**src/rtl/mul_share_arb.sv**
```systemverilog
// Arbitrated front end sharing one 4x4 Wallace-tree multiplier among NREQ requesters.
// Define MUL_SHARE_ARB_RR_EN for round-robin arbitration; otherwise the lowest valid index wins.

module waltree (
    input  logic [3:0] a,
    input  logic [3:0] b,
    output logic [7:0] p
);
    logic [7:0] pp0, pp1, pp2, pp3;
    logic [7:0] s1, c1, s2, c2;

    assign pp0 = {4'b0, a & {4{b[0]}}};
    assign pp1 = {3'b0, a & {4{b[1]}}, 1'b0};
    assign pp2 = {2'b0, a & {4{b[2]}}, 2'b0};
    assign pp3 = {1'b0, a & {4{b[3]}}, 3'b0};

    // Two 3:2 compressor layers reduce four rows to sum/carry, then one carry-propagate add.
    assign s1 = pp0 ^ pp1 ^ pp2;
    assign c1 = ((pp0 & pp1) | (pp0 & pp2) | (pp1 & pp2)) << 1;
    assign s2 = s1 ^ c1 ^ pp3;
    assign c2 = ((s1 & c1) | (s1 & pp3) | (c1 & pp3)) << 1;
    assign p  = s2 + c2;
endmodule

module mul_share_arb #(
    parameter int NREQ = 4,
    parameter int IDW  = 2
) (
    input  logic              clk,
    input  logic              rst,
    input  logic [NREQ-1:0]   req_valid,
    output logic [NREQ-1:0]   req_ready,
    input  logic [4*NREQ-1:0] req_a,
    input  logic [4*NREQ-1:0] req_b,
    output logic              rsp_valid,
    input  logic              rsp_ready,
    output logic [IDW-1:0]    rsp_id,
    output logic [7:0]        rsp_p,
    output logic              busy,
    output logic [15:0]       op_cnt
);
    typedef enum logic [1:0] {IDLE, MUL, RESP} state_t;

    state_t          state, state_nxt;
    logic            grant;
    logic            any_valid;
    logic [NREQ-1:0] cand;
    logic [IDW-1:0]  win;
    logic [NREQ-1:0] win_oh;
    logic [3:0]      win_a, win_b;
    logic [3:0]      a_r, b_r;
    logic [IDW-1:0]  id_r;
    logic [7:0]      prod;
    logic [15:0]     op_cnt_q;
`ifdef MUL_SHARE_ARB_RR_EN
    logic [IDW-1:0]  ptr;
    logic [NREQ-1:0] above;
`endif

    function automatic logic [IDW-1:0] first_set(input logic [NREQ-1:0] v);
        logic [IDW-1:0] r;
        r = '0;
        for (int i = NREQ - 1; i >= 0; i--) begin
            if (v[i]) r = IDW'(i);
        end
        return r;
    endfunction

    // Winner selection: round-robin prefers indices above ptr, then wraps to the lowest valid.
    always_comb begin
        any_valid = |req_valid;
`ifdef MUL_SHARE_ARB_RR_EN
        above = '0;
        for (int i = 0; i < NREQ; i++) begin
            above[i] = (i > int'(ptr));
        end
        cand = (|(req_valid & above)) ? (req_valid & above) : req_valid;
`else
        cand = req_valid;
`endif
        win    = first_set(cand);
        win_oh = '0;
        win_a  = '0;
        win_b  = '0;
        for (int i = 0; i < NREQ; i++) begin
            if (win == IDW'(i)) begin
                win_oh[i] = 1'b1;
                win_a     = req_a[4*i +: 4];
                win_b     = req_b[4*i +: 4];
            end
        end
    end

    always_ff @(posedge clk or posedge rst) begin
        if (rst) state <= IDLE;
        else     state <= state_nxt;
    end

    always_comb begin
        state_nxt = state;
        grant     = 1'b0;
        case (state)
            IDLE: begin
                if (any_valid) begin
                    grant     = 1'b1;
                    state_nxt = MUL;
                end
            end
            MUL: state_nxt = RESP;
            RESP: begin
                if (rsp_ready) begin
                    grant     = any_valid;
                    state_nxt = any_valid ? MUL : IDLE;
                end
            end
            default: state_nxt = IDLE;
        endcase
    end

    // Grant is suppressed while reset is held so no requester sees a handshake during reset.
    assign req_ready = (grant && !rst) ? win_oh : '0;
    assign busy      = (state != IDLE);
    assign op_cnt    = op_cnt_q;

    waltree u_waltree (
        .a(a_r),
        .b(b_r),
        .p(prod)
    );

    always_ff @(posedge clk or posedge rst) begin
        if (rst) begin
            a_r       <= '0;
            b_r       <= '0;
            id_r      <= '0;
            rsp_p     <= '0;
            rsp_id    <= '0;
            rsp_valid <= 1'b0;
            op_cnt_q  <= '0;
`ifdef MUL_SHARE_ARB_RR_EN
            ptr       <= IDW'(NREQ - 1);
`endif
        end else begin
            if (grant) begin
                a_r  <= win_a;
                b_r  <= win_b;
                id_r <= win;
`ifdef MUL_SHARE_ARB_RR_EN
                ptr  <= win;
`endif
            end
            if (state == MUL) begin
                rsp_p     <= prod;
                rsp_id    <= id_r;
                rsp_valid <= 1'b1;
            end else if (state == RESP && rsp_ready) begin
                rsp_valid <= 1'b0;
                op_cnt_q  <= op_cnt_q + 16'd1;
            end
        end
    end
endmodule

```
**config.mk**
```make
export PLATFORM = sky130hd
export DESIGN_NAME = mul_share_arb
export DESIGN_NICKNAME = d
export VERILOG_FILES = /design/src/rtl/mul_share_arb.sv
export SDC_FILE = /design/constraint.sdc
export NUM_CORES = 1
export LEC_CHECK = 0
export BUFFER_PORTS_ARGS = -buffer_cell sky130_fd_sc_hd__buf_2
export CAP_MARGIN = 20
export CORE_AREA = 4 4 85 67
export DETAILED_ROUTE_END_ITERATION = 10
export DIE_AREA = 0 0 89 71
export HOLD_SLACK_MARGIN = 0.1
export PLACE_DENSITY = 0.75
export SLEW_MARGIN = 0
export SYNTH_ARGS = -nofsm -noshare
export SYNTH_HDL_FRONTEND = slang
export SYNTH_SLANG_ARGS = --single-unit
```
**constraint.sdc**
```tcl
create_clock -name clk -period 3 [get_ports clk]
set_input_delay 0.3 -clock clk [delete_from_list [all_inputs] [get_ports clk]]
set_output_delay 0.3 -clock clk [all_outputs]
set_load 0.03 [all_outputs]
```
# Word-level counts from Yosys, hierarchy flattened
# Index checks and enable logic that the tools add are counted.
dict set report totals {
  word_cells 72
  out_inout_bits 32
  inputBits 39
  ff_bits 39
}
dict set report classes {
  n_addsub 2
  n_eq_ne 7
  muxes 26
  reduce_logical 10
  n_bitwise 19
}
# cell count
set ops {}
lappend ops {{$mux 4} 9}
lappend ops {{$and 7x7->7} 3}
lappend ops {{$or 7x7->7} 3}
lappend ops {{$add 16x1->16 const B} 1}
lappend ops {{$and 4x4->4} 4}
lappend ops {{$mux 2} 6}
lappend ops {{$mux 1} 9}
lappend ops {{$add 8x8->8} 1}
lappend ops {{$xor 8x7->8} 1}
lappend ops {{$xor 8x8->8} 1}
lappend ops {{$or 7x6->7} 1}
lappend ops {{$and 4x6->6} 1}
lappend ops {{$and 5x6->6} 1}
lappend ops {{$eq 2x2->1 const B} 3}
lappend ops {{$pmux 2 s3} 1}
lappend ops {{$xor 5x6->6} 1}
lappend ops {{$and 4x5->5} 1}
lappend ops {{$xor 4x5->5} 1}
lappend ops {{$eq 2x1->1 const B} 2}
lappend ops {{$logic_not 2->1} 2}
lappend ops {{$ne 2x2->1 const B} 2}
lappend ops {{$reduce_and 2->1} 2}
lappend ops {{$reduce_bool 2->1} 2}
lappend ops {{$reduce_or 4->1} 1}
lappend ops {{other kinds (4)} 5}

# Logic depth before layout (Yosys ltp)
# Gate-level depths: netlist of the first run.
dict set report depth {
  ltp_word 9
  mapped_depth 9
  depth_no_buf 9
}

# By module
# Synthesis of the first run repeated with hierarchy kept, for this count alone.
dict set report unflattened {
  cells_unflattened 205
  area_unflattened_um2 2239.6
}
# module instances area_per_inst_um2 cells_each seq_area_each_um2
set by_module_without_submodules {}
lappend by_module_without_submodules {mul_share_arb 1 1865.5 161 975.9}
lappend by_module_without_submodules {waltree 1 374.1 44 0.0}

# Least setup slack after synthesis of the first run
# Ideal clock, no wire load.
dict set report synth_path {
  path_type {register to register}
  startpoint {register b_r[0]}
  endpoint {register rsp_p[7]}
  period_less_slack_ns 2.578
  setup_ns 0.128
  path_buffers 0
  setup_slack_ns 0.422
  arrival_time_ns 2.451
  required_time_ns 2.872
  path_stages_with_launch 10
  cell_sequence {dfrtp_1 -> nand2_1 -> fa_1 -> inv_1 -> fa_1 -> ha_1 -> fa_1 -> a21o_1 -> a21oi_1 -> o21ai_0}
}
dict set report synth_via {
  elab_chain_cells 8
  word_cells_on_any_way 15
  cone_classes {add/sub (1); bitwise (14)}
}
# item line_no
set synth_lines {}
lappend synth_lines {{start, declared} 51} ;# logic [3:0] a_r, b_r;
lappend synth_lines {{start signal, assigned} 146} ;# b_r <= win_b;
lappend synth_lines {{$and 4x4->4 *} 12} ;# assign pp0 = {4'b0, a & {4{b[0]}}};
lappend synth_lines {{$and 4x5->5 or $and 4x6->6 (tied branches)} 19} ;# assign c1 = ((pp0 & pp1) | (pp0 & pp2) | (pp1 & pp2)) << 1;
lappend synth_lines {{$or 7x7->7} 19}
lappend synth_lines {{$or 7x6->7} 19}
lappend synth_lines {{$and 7x7->7} 21} ;# assign c2 = ((s1 & c1) | (s1 & pp3) | (c1 & pp3)) << 1;
lappend synth_lines {{$or 7x7->7 (2 in a row)} 21}
lappend synth_lines {{$add 8x8->8 *} 22} ;# assign p = s2 + c2;
lappend synth_lines {{end signal, assigned} 153} ;# rsp_p <= prod;
lappend synth_lines {{end, declared} 38} ;# output logic [7:0] rsp_p,
# Mark *: on every way between the ends. The rest lies on a longest branch, timed or not.
# A chain may end at the register's enable or synchronous reset.

# Final worst setup path of the first run
dict set report layout_path {
  startpoint {register a_r[3]}
  endpoint {register rsp_p[7]}
}
dict set report layout_via {
  elab_chain_cells 8
  word_cells_on_any_way 19
  cone_classes {add/sub (1); bitwise (18)}
}
# item line_no
set layout_lines {}
lappend layout_lines {{start, declared} 51}
lappend layout_lines {{start signal, assigned} 145} ;# a_r <= win_a;
lappend layout_lines {{$and 4x4->4, on equally long branches} {12, 13, 14}}
lappend layout_lines {{$and 4x5->5 or $and 4x6->6 (tied branches)} 19}
lappend layout_lines {{$or 7x7->7} 19}
lappend layout_lines {{$or 7x6->7} 19}
lappend layout_lines {{$and 7x7->7} 21}
lappend layout_lines {{$or 7x7->7 (2 in a row)} 21}
lappend layout_lines {{$add 8x8->8 *} 22}
# Marked as above.

==> summary.md, run 1 <==
| Metric | Value |
|---|---|
| Root Buffer | clkbuf_8 |
| Total Wirelength | 4880 um |
| Worst Max-Slew Pin Slew | 571 ps |
| Htree depth | 2 |
| Worst VDD drop | 0.568 mV |
| FILL cells | 425 |
| CTS buffer count | 5 |
| Primary FF master, synth | dfrtp_1 |
| FF/Latch Area | 976 um2 |
| Final Net Count | 353 |
| Post-DR wirelength/cell | 13.5 um |
| Std-Cell Rows | 22 |
| Input/output buffers | 70 |
| Final period util | 0.918 |
| Crit path time final | 2750 ps |
| Setup violations, final | 0 |
| Post-CTS setup buffers | 0 |
| Clock transition at path regs | 80 ps |
| Layout Cells excl Fill | 361 |
| Core ar. | 4820 um2 |
| R2R depth | 9 |
| Vias in the first global route | 1644 |
| Post-CTS Resized | 0 |
| Worst-Skew Late Latency | 290 ps |
| Critical Path Source Type | flop |
| Yosys reg bits | 39 |
| Power per cell area | 804 nW/um2 |
| Post-Syn Nets | 282 |
| Leak | 1.49 nW |
| Initial core utilization | 0.476 |
| Routability cong. | 0.912 |
| Max Freq | 363 MHz |
| DRT iter0 DRCs | 100 |
| Area added between synthesis and finish | 22.1% |
| Grt total ovfl | 0 |
| Top post-synthesis cells by count | 39 x dfrtp_1, 25 x nand2_1, 17 x nor2_1 |
| Die width | 89 um |
| Syn Area/Cell | 10.0 um2 |
| Yosys warnings | 0 |
| Status | finished clean |
| Max-slew violation count | 0 |
| Data arrival, critical path | 2910 ps |
| Netlist cell types | 40 |
| Seq/Total Area, Yosys | 0.425 |
| Top cells by area, synth | dfrtp_1 43%, fa_1 5.2%, xnor2_1 4.6%, ha_1 4.4%, nand2_1 4.1% |
| Dpl cells | 351 |
| Ant diodes | 0 |
| Vias | 1875 |
| Synthesized area | 2290 um2 |
| Share of cells above drive strength 1 | 0.322 |
| Residual DRC | 0 |
| Largest fanout on the critical path | 5 |
| Final hold violations | 0 |
| Initial antenna violation count | 0 |
| First-pass GRT wire length | 7920 um |
| First-pass DRT Iterations | 4 |
| Unrepaired setup endpoints after global routing | no |
| Longest Clk Path Bufs | 2 |
| Hold Path Depth | 3 |
| Worst path required time | 3160 ps |
| Io pins | 71 |
| Post-synth EDFFs | 0 |
| Clock sink total | 39 |
| Setup_tns | 0 ps |
| Hold-fix buffers, CTS | 0 |
| Die height | 71 um |
| Path type of the worst setup path | flop to flop |
| Largest net degree at the start of global routing | 27 |
| Synth area leader | dfrtp_1 |
| Post-Synthesis Cells | 229 |
| Final ANT Viol Nets | 0 |
| Post-DP HPWL | 3870 um |
| Area of the multi-input gates | 1190 um2 |
| Max cap viols | 0 |
| Avg Vias per Cell | 5.19 |
| TritonCTS clock tree | yes |
| GRT Util Overall | 0.160 |
| Min-Delay Path Class | input pin to flop |
| Asr flop ratio synth | 1.00 |
| Die Area | 6320 um2 |
| Crit end category | flop |
| Count leader, synth | dfrtp_1 |
| Post-synth top area share | 0.425 |
| Fin Clk Skew | 2.53 ps |
| Slew headroom | 0.619 |
==> power by group <==
group          total, W  switching, W  internal, W
clock network  0.000355      0.000193     0.000162
logic           0.00104      0.000611     0.000431
registers      0.000856      0.000158     0.000697
==> flip-flops by register name (all words and copies together) (netlist names) <==
register / count
rsp_valid: 1
rsp_id: 2
op_cnt: 16
b_r: 4
state: 2
id_r: 2
rsp_p: 8
a_r: 4
==> cell usage in the layout (no fill, tap or decap), drive strengths merged, types with 5 or more instances in the layout <==
cell	n
clkbuf	5
ha	8
fa	6
and2	10
inv	17
buf	73
o21ai	6
o31ai	8
xor2	5
a22oi	8
mux2	7
nand3	5
dfrtp	39
a21oi	12
xnor2	12
nand2	25
a211o	8
nor2	18
==> worst max-delay path, stage by stage (launching register included) <==
cell and delay [ps]:
dfrtp_1 410, nand2_1 100, fa_1 540, inv_1 50, fa_1 470, ha_1 220, fa_1 410, a21o_1 200
a21oi_1 130, o21ai_0 80
==> area by class of cell <==
type                    instances  share of cell area
inverters                      17              0.0228
repair buffers                 74               0.144
flip-flops and latches         39               0.348
clock buffers                   5              0.0246
multi-input cells             163               0.427
well taps                      60              0.0268
clock inverters                 3             0.00715
==> worst paths after layout <==
kind,startpoint,end,slack [ps]
max reg2reg,a_r[3],rsp_p[7],250
min,req_b[15],b_r[3],290
max,a_r[3],rsp_p[7],250
min reg2reg,op_cnt[15],op_cnt[15],470
min in group asynchronous,rst,id_r[1],470
max in group asynchronous,rst,rsp_valid,2010
==> metal layers <==
layer  vias up  track usage  wire (um)
met4         0       0.0496         51
met1       896        0.251       2260
met5         -            0          0
met2        43        0.212       2250
met3         4       0.0396        316
li1        932            -          -
==> per-stage QoR <==
stage	hold WS, ps	instance area (um2)	power (W)	utilization	setup WS [ps]
after CTS	289	2760	0.00228	0.574	231
after detailed placement	466	2680	0.00192	0.555	242
after global placement	454	2680	0.00189	0.555	328
after global routing	294	2800	0.00245	0.582	90.5
after floorplan	456	2290	0.00168	-	422
final	295	2800	0.00225	0.582	245
==> logic make-up after synthesis <==
| group | after synthesis | synth area share |
|---|---|---|
| flops | 39 | 0.425 |
| compound gates | 47 | 0.145 |
| xor+xnor | 17 | 0.0649 |
| mux | 7 | 0.0344 |
| simple gates | 78 | 0.180 |
| buf+inv | 27 | 0.0540 |
| fa+ha+maj | 14 | 0.0960 |
Power figures use the tool's default switching activity.
==> inputs of run 2 (changes only) <==
- ABC_AREA: unset -> 1
- CORE_AREA: 4 4 85 67 -> 4 4 87 69
- DIE_AREA: 0 0 89 71 -> 0 0 91 73
- PLACE_DENSITY: 0.75 -> 0.74
- REMOVE_ABC_BUFFERS: unset -> 1
==> summary.md, run 2 <==
| Metric | Value |
|---|---|
| Post-synthesis simple-gate area fraction | 0.358 (+0.177) |
| Top cells by area, synth | dfrtp_1 40%, nand2_1 17%, inv_1 7.7%, nand3_1 6.9%, nor2_1 5.1% |
| Max-slew violation count | 0 (unchanged) |
| Mux cell area share after synthesis | 0 (-0.0344) |
| Slew headroom | 0.678 (+0.0596) |
| Adder-cell share of the synthesized area | 0.0898 (-0.00617) |
| Min-Delay Path Class | input pin to async pin |
| Dpl cells | 460 (+31%) |
| TritonCTS clock tree | yes |
| Seq/Total Area, Yosys | 0.398 (-0.0273) |
| Fin Clk Skew | 6.09 ps (+3.56 ps) |
| Vias in the first global route | 2163 (+32%) |
| Post-synth EDFFs | 0 (unchanged) |
| Largest net degree at the start of global routing | 40 (+48%) |
| Max reg flops | 16 (unchanged) |
| Syn Area/Cell | 7.39 um2 (-26%) |
| Die height | 73 um (+2.8%) |
| Top post-synthesis cells by count | 113 x nand2_1, 50 x inv_1, 39 x dfrtp_1 |
| Largest fanout on the critical path | 5 (unchanged) |
| CTS buffer count | 5 (unchanged) |
| Final hold violations | 0 (unchanged) |
| Post-DP HPWL | 4200 um (+8.4%) |
| Most common cell after layout, fill and taps aside | nand2_1 |
| Hold-fix buffers, CTS | 0 (unchanged) |
| Yosys reg bits | 39 (unchanged) |
| Final ANT Viol Nets | 0 (unchanged) |
| Total Wirelength | 5340 um (+9.5%) |
| Io pins | 71 (unchanged) |
| Routability cong. | 0.860 (-5.7%) |
| Synthesized area | 2450 um2 (+6.9%) |
| Post-DP Area | 2850 um2 (+6.6%) |
| Max Freq | 380 MHz (+4.7%) |
| GRT Util Overall | 0.174 (+0.0147) |
| Internal power | 0.00125 W (-2.9%) |
| Grt total ovfl | 0 (unchanged) |
| Post-synth top area share | 0.398 (-0.0273) |
| Asr flop ratio synth | 1.00 (unchanged) |
| Root Buffer | clkbuf_8 |
| Final setup margin | 368 ps (+123 ps) |
| Input/output buffers | 70 (unchanged) |
| Final Net Count | 458 (+30%) |
| Netlist cell types | 26 (-35%) |
| Count leader, synth | nand2_1 |
| Status | finished clean |
| First-pass GRT wire length | 9280 um (+17%) |
| Data arrival, critical path | 2810 ps (-100 ps) |
| Longest Clk Path Bufs | 2 (unchanged) |
| Crit path time final | 2630 ps (-123 ps) |
| Primary FF master, synth | dfrtp_1 |
| Initial antenna violation count | 0 (unchanged) |
| Clock transition at path regs | 80 ps (about the same) |
| Post-CTS setup buffers | 0 (unchanged) |
| Synth area leader | dfrtp_1 |
| Worst-Skew Late Latency | 300 ps (about the same) |
| Die width | 91 um (+2.2%) |
| Post-Synthesis Cells | 332 (+45%) |
| Net Sw Frac | 0.446 (+0.0192) |
| Clock power frac | 0.175 (+0.018) |
| Final period util | 0.877 (-0.0411) |
| Setup violations, final | 0 (unchanged) |
| DRT iter0 DRCs | 120 (+20%) |
| Layout Cells excl Fill | 468 (+30%) |
| P_sw | 0.00101 W (+5.0%) |
| Design Area, Final | 2960 um2 (+5.5%) |
| Std-Cell Rows | 23 (+4.5%) |
| Yosys warnings | 0 (unchanged) |
| Largest family of logic cells by synthesized area | simple AND/OR/NAND/NOR gates |
| Setup_tns | 0 ps (unchanged) |
| Worst Setup Slack post-DPL | 373 ps (+131 ps) |
| Crit end category | flop |
| Post-CTS Resized | 0 (unchanged) |
| Critical Path Source Type | flop |
| Unrepaired setup endpoints after global routing | no |
| Share of cells above drive strength 1 | 0.229 (-0.0932) |
| Worst VDD drop | 0.582 mV (+2.4%) |
| Combinational power share | 0.453 (-0.010) |
| Core ar. | 5180 um2 (+7.5%) |
| Sequential power share | 0.372 (-0.008) |
| Most frequent cells in the layout | 113 x nand2_1, 70 x buf_2, 50 x inv_1 |
| Area added between synthesis and finish | 20.5% |
| Clock sink total | 39 (unchanged) |
| Htree depth | 2 (unchanged) |
| First-pass DRT Iterations | 4 (unchanged) |
| Residual DRC | 0 (unchanged) |
| Ant diodes | 0 (unchanged) |
| Worst Max-Slew Pin Slew | 482 ps (-88.2 ps) |
| Post-DR wirelength/cell | 11.4 um (-16%) |
| Power per cell area | 766 nW/um2 (-4.8%) |
| Leak | 1.80 nW (+21%) |
| Synth Area in XOR/XNOR | 0.0250 (-0.0399) |
| Die Area | 6640 um2 (+5.1%) |
| Synth Area in Compound Gates | 0.0306 (-0.114) |
| Vias | 2250 (+20%) |
| Initial core utilization | 0.473 (-0.00293) |
| Max cap viols | 0 (unchanged) |
| Avg Vias per Cell | 4.81 (-7.4%) |
| Worst path required time | 3180 ps (+20 ps) |
| Path type of the worst setup path | flop to flop |
-- run 2: changes by cell type in the layout (fill, tap and decap cells not counted), sizes merged, moves of 8 or more --
cell	change
inv	+36
a21oi	-9
and2	-10
nand2	+89
nor2	+19
xnor2	-9
a211o	-8
nand3	+31
-- run 2: worst paths after layout --
check / endpoint / slack [ps] / cells past startpoint / startpoint
setup / recovery: rsp_p[7] / 370 / 10 / b_r[0]
hold / removal: op_cnt[12] / 220 / 3 / rst
setup reg to reg: rsp_p[7] / 370 / 10 / b_r[0]
hold reg to reg: rsp_id[0] / 480 / 2 / rsp_id[0]
max in group asynchronous: rsp_valid / 2450 / 3 / rst
min in group clk: state[1] / 240 / 2 / rsp_ready
-- run 2: critical path, cell delays in order (launching register included) --
cell and delay, ps:
dfrtp_1 420, nand2_1 100, fa_1 540, inv_1 60, fa_1 470, ha_1 220, fa_1 390, nand2_1 80
inv_1 40, o21ai_0 140, a21oi_1 80
-- run 2: cell families (layout without fill, tap and decap cells) --
family | Yosys count | count (layout)
XOR/XNOR | 7 | 7
AND/OR/NAND/NOR | 199 | 199
flip-flops | 39 | 39
buffers and inverters | 59 | 133
adder cells (fa/ha/maj) | 14 | 14
AO/OA/AOI/OAI | 14 | 14
-- run 2: per-layer routing --
layer,global-route usage,routed length [um],up-vias
li1,-,-,1162
met1,0.235,2650,1034
met2,0.267,2350,43
met3,0.0433,232,11
met4,0.0803,114,0
met5,0,0,-
-- run 2: power by group through the flow --
stage               sequential [W]  combinational (W)  clock, W
floorplan                 0.000992           0.000599         0
global placement          0.000844            0.00102         0
detailed placement        0.000849            0.00104         0
CTS                       0.000843            0.00104  0.000408
global route              0.000868            0.00118  0.000433
finish                    0.000842            0.00102  0.000396
-- run 2: per-stage QoR --
stage | total power (W) | hold slack [ps] | utilization
6_report | 0.00226 | 217 | 0.571
5_1_grt | 0.00248 | 265 | 0.571
4_1_cts | 0.00229 | 230 | 0.571
3_5_place_dp | 0.00189 | 459 | 0.550
3_3_place_gp | 0.00186 | 455 | 0.550
2_1_floorplan | 0.00159 | 407 | -
-- run 2: final cells by class --
| class | instances | area [um2] |
|---|---|---|
| multi-input combinational | 234 | 1230 |
| clock inverter | 1 | 7.51 |
| tap | 62 | 77.6 |
| fill | 511 | 2220 |
| timing repair buffer | 72 | 365 |
| sequential | 39 | 976 |
| inverter | 53 | 199 |
| clock buffer | 7 | 96.3 |
==> inputs of run 3 (changes only) <==
- ABC_AREA: 1 -> unset
- CORE_AREA: 4 4 87 69 -> 4 4 85 67
- DIE_AREA: 0 0 91 73 -> 0 0 89 71
- PLACE_DENSITY: 0.74 -> 0.75
==> summary.md, run 3 (synthesis results as in run 1) <==
| Metric | Value |
|---|---|
| Status | finished clean |
| Clock transition at path regs | 70 ps (about the same) |
| CP max stage cell | fa_1 |
| Post-DP HPWL | 3670 um (-13%) |
| Post-CTS setup buffers | 0 (unchanged) |
| R2R depth | 9 (-1) |
| Hold-fix buffers, CTS | 0 (unchanged) |
| Area of the multi-input gates | 1190 um2 (-3.1%) |
| Slew headroom | 0.623 (-0.0551) |
| Avg Vias per Cell | 4.96 (+3.1%) |
| Data arrival, critical path | 2890 ps (+80 ps) |
| FF-to-FF setup slack | 260 ps (-110 ps) |
| FILL cells | 418 (-18%) |
| Vias | 1770 (-21%) |
| Power per cell area | 817 nW/um2 (+6.8%) |
| Min-Delay Path Class | input pin to async pin |
| Worst-Skew Late Latency | 290 ps (about the same) |
| Routability cong. | 0.818 (-4.9%) |
| Post-DR wirelength/cell | 13.2 um (+16%) |
| Layout Cells excl Fill | 357 (-24%) |
| Largest net degree at the start of global routing | 40 (unchanged) |
| Largest fanout on the critical path | 5 (unchanged) |
| Layout Utilization | 0.572 (+0.00142) |
| Final ANT Viol Nets | 0 (unchanged) |
| Crit path time final | 2740 ps (+109 ps) |
| GRT Util Overall | 0.158 (-0.0164) |
| Buffer and inverter count on the worst path | 1 (-1) |
| Design Area, Final | 2760 um2 (-6.8%) |
| CTS buffer count | 5 (unchanged) |
| R2R Path Start | b_r[0] |
| Io pins | 71 (unchanged) |
| Total Wirelength | 4710 um (-12%) |
| Root Buffer | clkbuf_8 |
| Htree depth | 2 (unchanged) |
| Initial core utilization | 0.476 (+0.00293) |
| Unrepaired setup endpoints after global routing | no |
| CP Cell Sequence | nand2_1 -> fa_1 -> inv_1 -> fa_1 -> ha_1 -> fa_1 -> a21o_1 -> a21oi_1 -> o21ai_0 |
| Longest Clk Path Bufs | 2 (unchanged) |
| Max-slew violation count | 0 (unchanged) |
| Max reg flops | 16 (unchanged) |
| Ant diodes | 0 (unchanged) |
| First-pass GRT wire length | 7840 um (-16%) |
| Final hold violations | 0 (unchanged) |
| Die width | 89 um (-2.2%) |
| First-pass DRT Iterations | 4 (unchanged) |
| Dpl cells | 350 (-24%) |
| Crit end category | flop |
| Crit path max-delay family | adder cells |
| Share of cells above drive strength 1 | 0.316 (+0.0874) |
| Max Freq | 365 MHz (-4.0%) |
| Clock sink total | 39 (unchanged) |
| Grt total ovfl | 0 (unchanged) |
| Critical Path Source Type | flop |
| Path type of the worst setup path | flop to flop |
| Post-DP Area | 2670 um2 (-6.4%) |
| Max cap viols | 0 (unchanged) |
| Worst VDD drop | 0.418 mV (-28%) |
| Std-Cell Rows | 22 (-4.3%) |
| Reg2reg end | rsp_p[7] |
| Worst Max-Slew Pin Slew | 565 ps (+82.6 ps) |
| Worst path required time | 3150 ps (-30 ps) |
| Die Area | 6320 um2 (-4.9%) |
| Area added between synthesis and finish | 20.1% |
| Core ar. | 4820 um2 (-7.0%) |
| DRT iter0 DRCs | 44 (-63%) |
| Leak | 1.47 nW (-18%) |
| Most used cell along the critical path | fa_1 |
| Setup_tns | 0 ps (unchanged) |
| FF/Latch Area | 976 um2 (unchanged) |
| Max stage delay on crit path | 540 ps (about the same) |
| Initial antenna violation count | 0 (unchanged) |
| Die height | 71 um (-2.7%) |
| Setup violations, final | 0 (unchanged) |
| Vias in the first global route | 1673 (-23%) |
| Input/output buffers | 70 (unchanged) |
| TritonCTS clock tree | yes |
| Most common cell after layout, fill and taps aside | buf_2 |
| Most frequent cells in the layout | 70 x buf_2, 39 x dfrtp_1, 25 x nand2_1 |
| Post-CTS Resized | 0 (unchanged) |
| Final period util | 0.913 (+0.0362) |
| Residual DRC | 0 (unchanged) |
| Fin Clk Skew | 5.14 ps (-0.948 ps) |
| Final Net Count | 350 (-24%) |
-- run 3: changes by cell type in the layout (fill, tap and decap cells not counted), sizes merged, moves of 7 or more --
cell,delta
nand2,-89
inv,-36
nand3,-31
nor2,-19
and2,+10
a21oi,+9
xnor2,+9
a211o,+8
a22oi,+7
mux2,+7
o31ai,+7
-- run 3: where the power goes --
group          leakage, nW  total (W)  switching [W]  internal, W
clock               0.0470   0.000350       0.000170     0.000180
combinational        0.930    0.00104       0.000611     0.000431
sequential           0.497   0.000860       0.000162     0.000698
total                 1.47    0.00225       0.000943      0.00131
-- run 3: worst max path at each step --
stage / from / end / slack [ps] / cells past startpoint
after floorplan: b_r[0] / rsp_p[7] / 410 / 9
after global placement: b_r[0] / rsp_p[7] / 330 / 9
after detailed placement: b_r[0] / rsp_p[7] / 240 / 9
after CTS: b_r[0] / rsp_p[7] / 240 / 9
after global routing: b_r[0] / rsp_p[7] / 130 / 9
final: b_r[0] / rsp_p[7] / 260 / 9
-- run 3: per-stage QoR --
| step | hold WS, ps | total power [W] | setup slack [ps] |
|---|---|---|---|
| floorplan | 456 | 0.00162 | 407 |
| global placement | 456 | 0.00190 | 332 |
| detailed placement | 466 | 0.00193 | 243 |
| CTS | 161 | 0.00229 | 244 |
| global route | 200 | 0.00246 | 131 |
| finish | 156 | 0.00225 | 260 |
-- run 3: metal layers --
layer,GRT usage,part of all wire,vias up
met3,0.0361,0.084,7
met5,0,0,-
li1,-,-,918
met4,0.0694,0.020,0
met2,0.224,0.41,67
met1,0.229,0.48,778
-- run 3: area by class of cell --
type | instances | share of cell area
Multi-Input combinational cell | 163 | 0.434
Sequential cell | 39 | 0.354
Timing Repair Buffer | 71 | 0.130
Clock buffer | 6 | 0.0300
Tap cell | 60 | 0.0272
Inverter | 17 | 0.0232
Clock inverter | 1 | 0.00182
-- run 3: worst register-to-register path: cells and delay by family, from the launching register on --
kind | cells | cell delay, ps
compound gates | 3 | 400
fa+ha+maj | 4 | 1650
buf+inv | 1 | 50
flops | 1 | 410
simple gates | 1 | 100
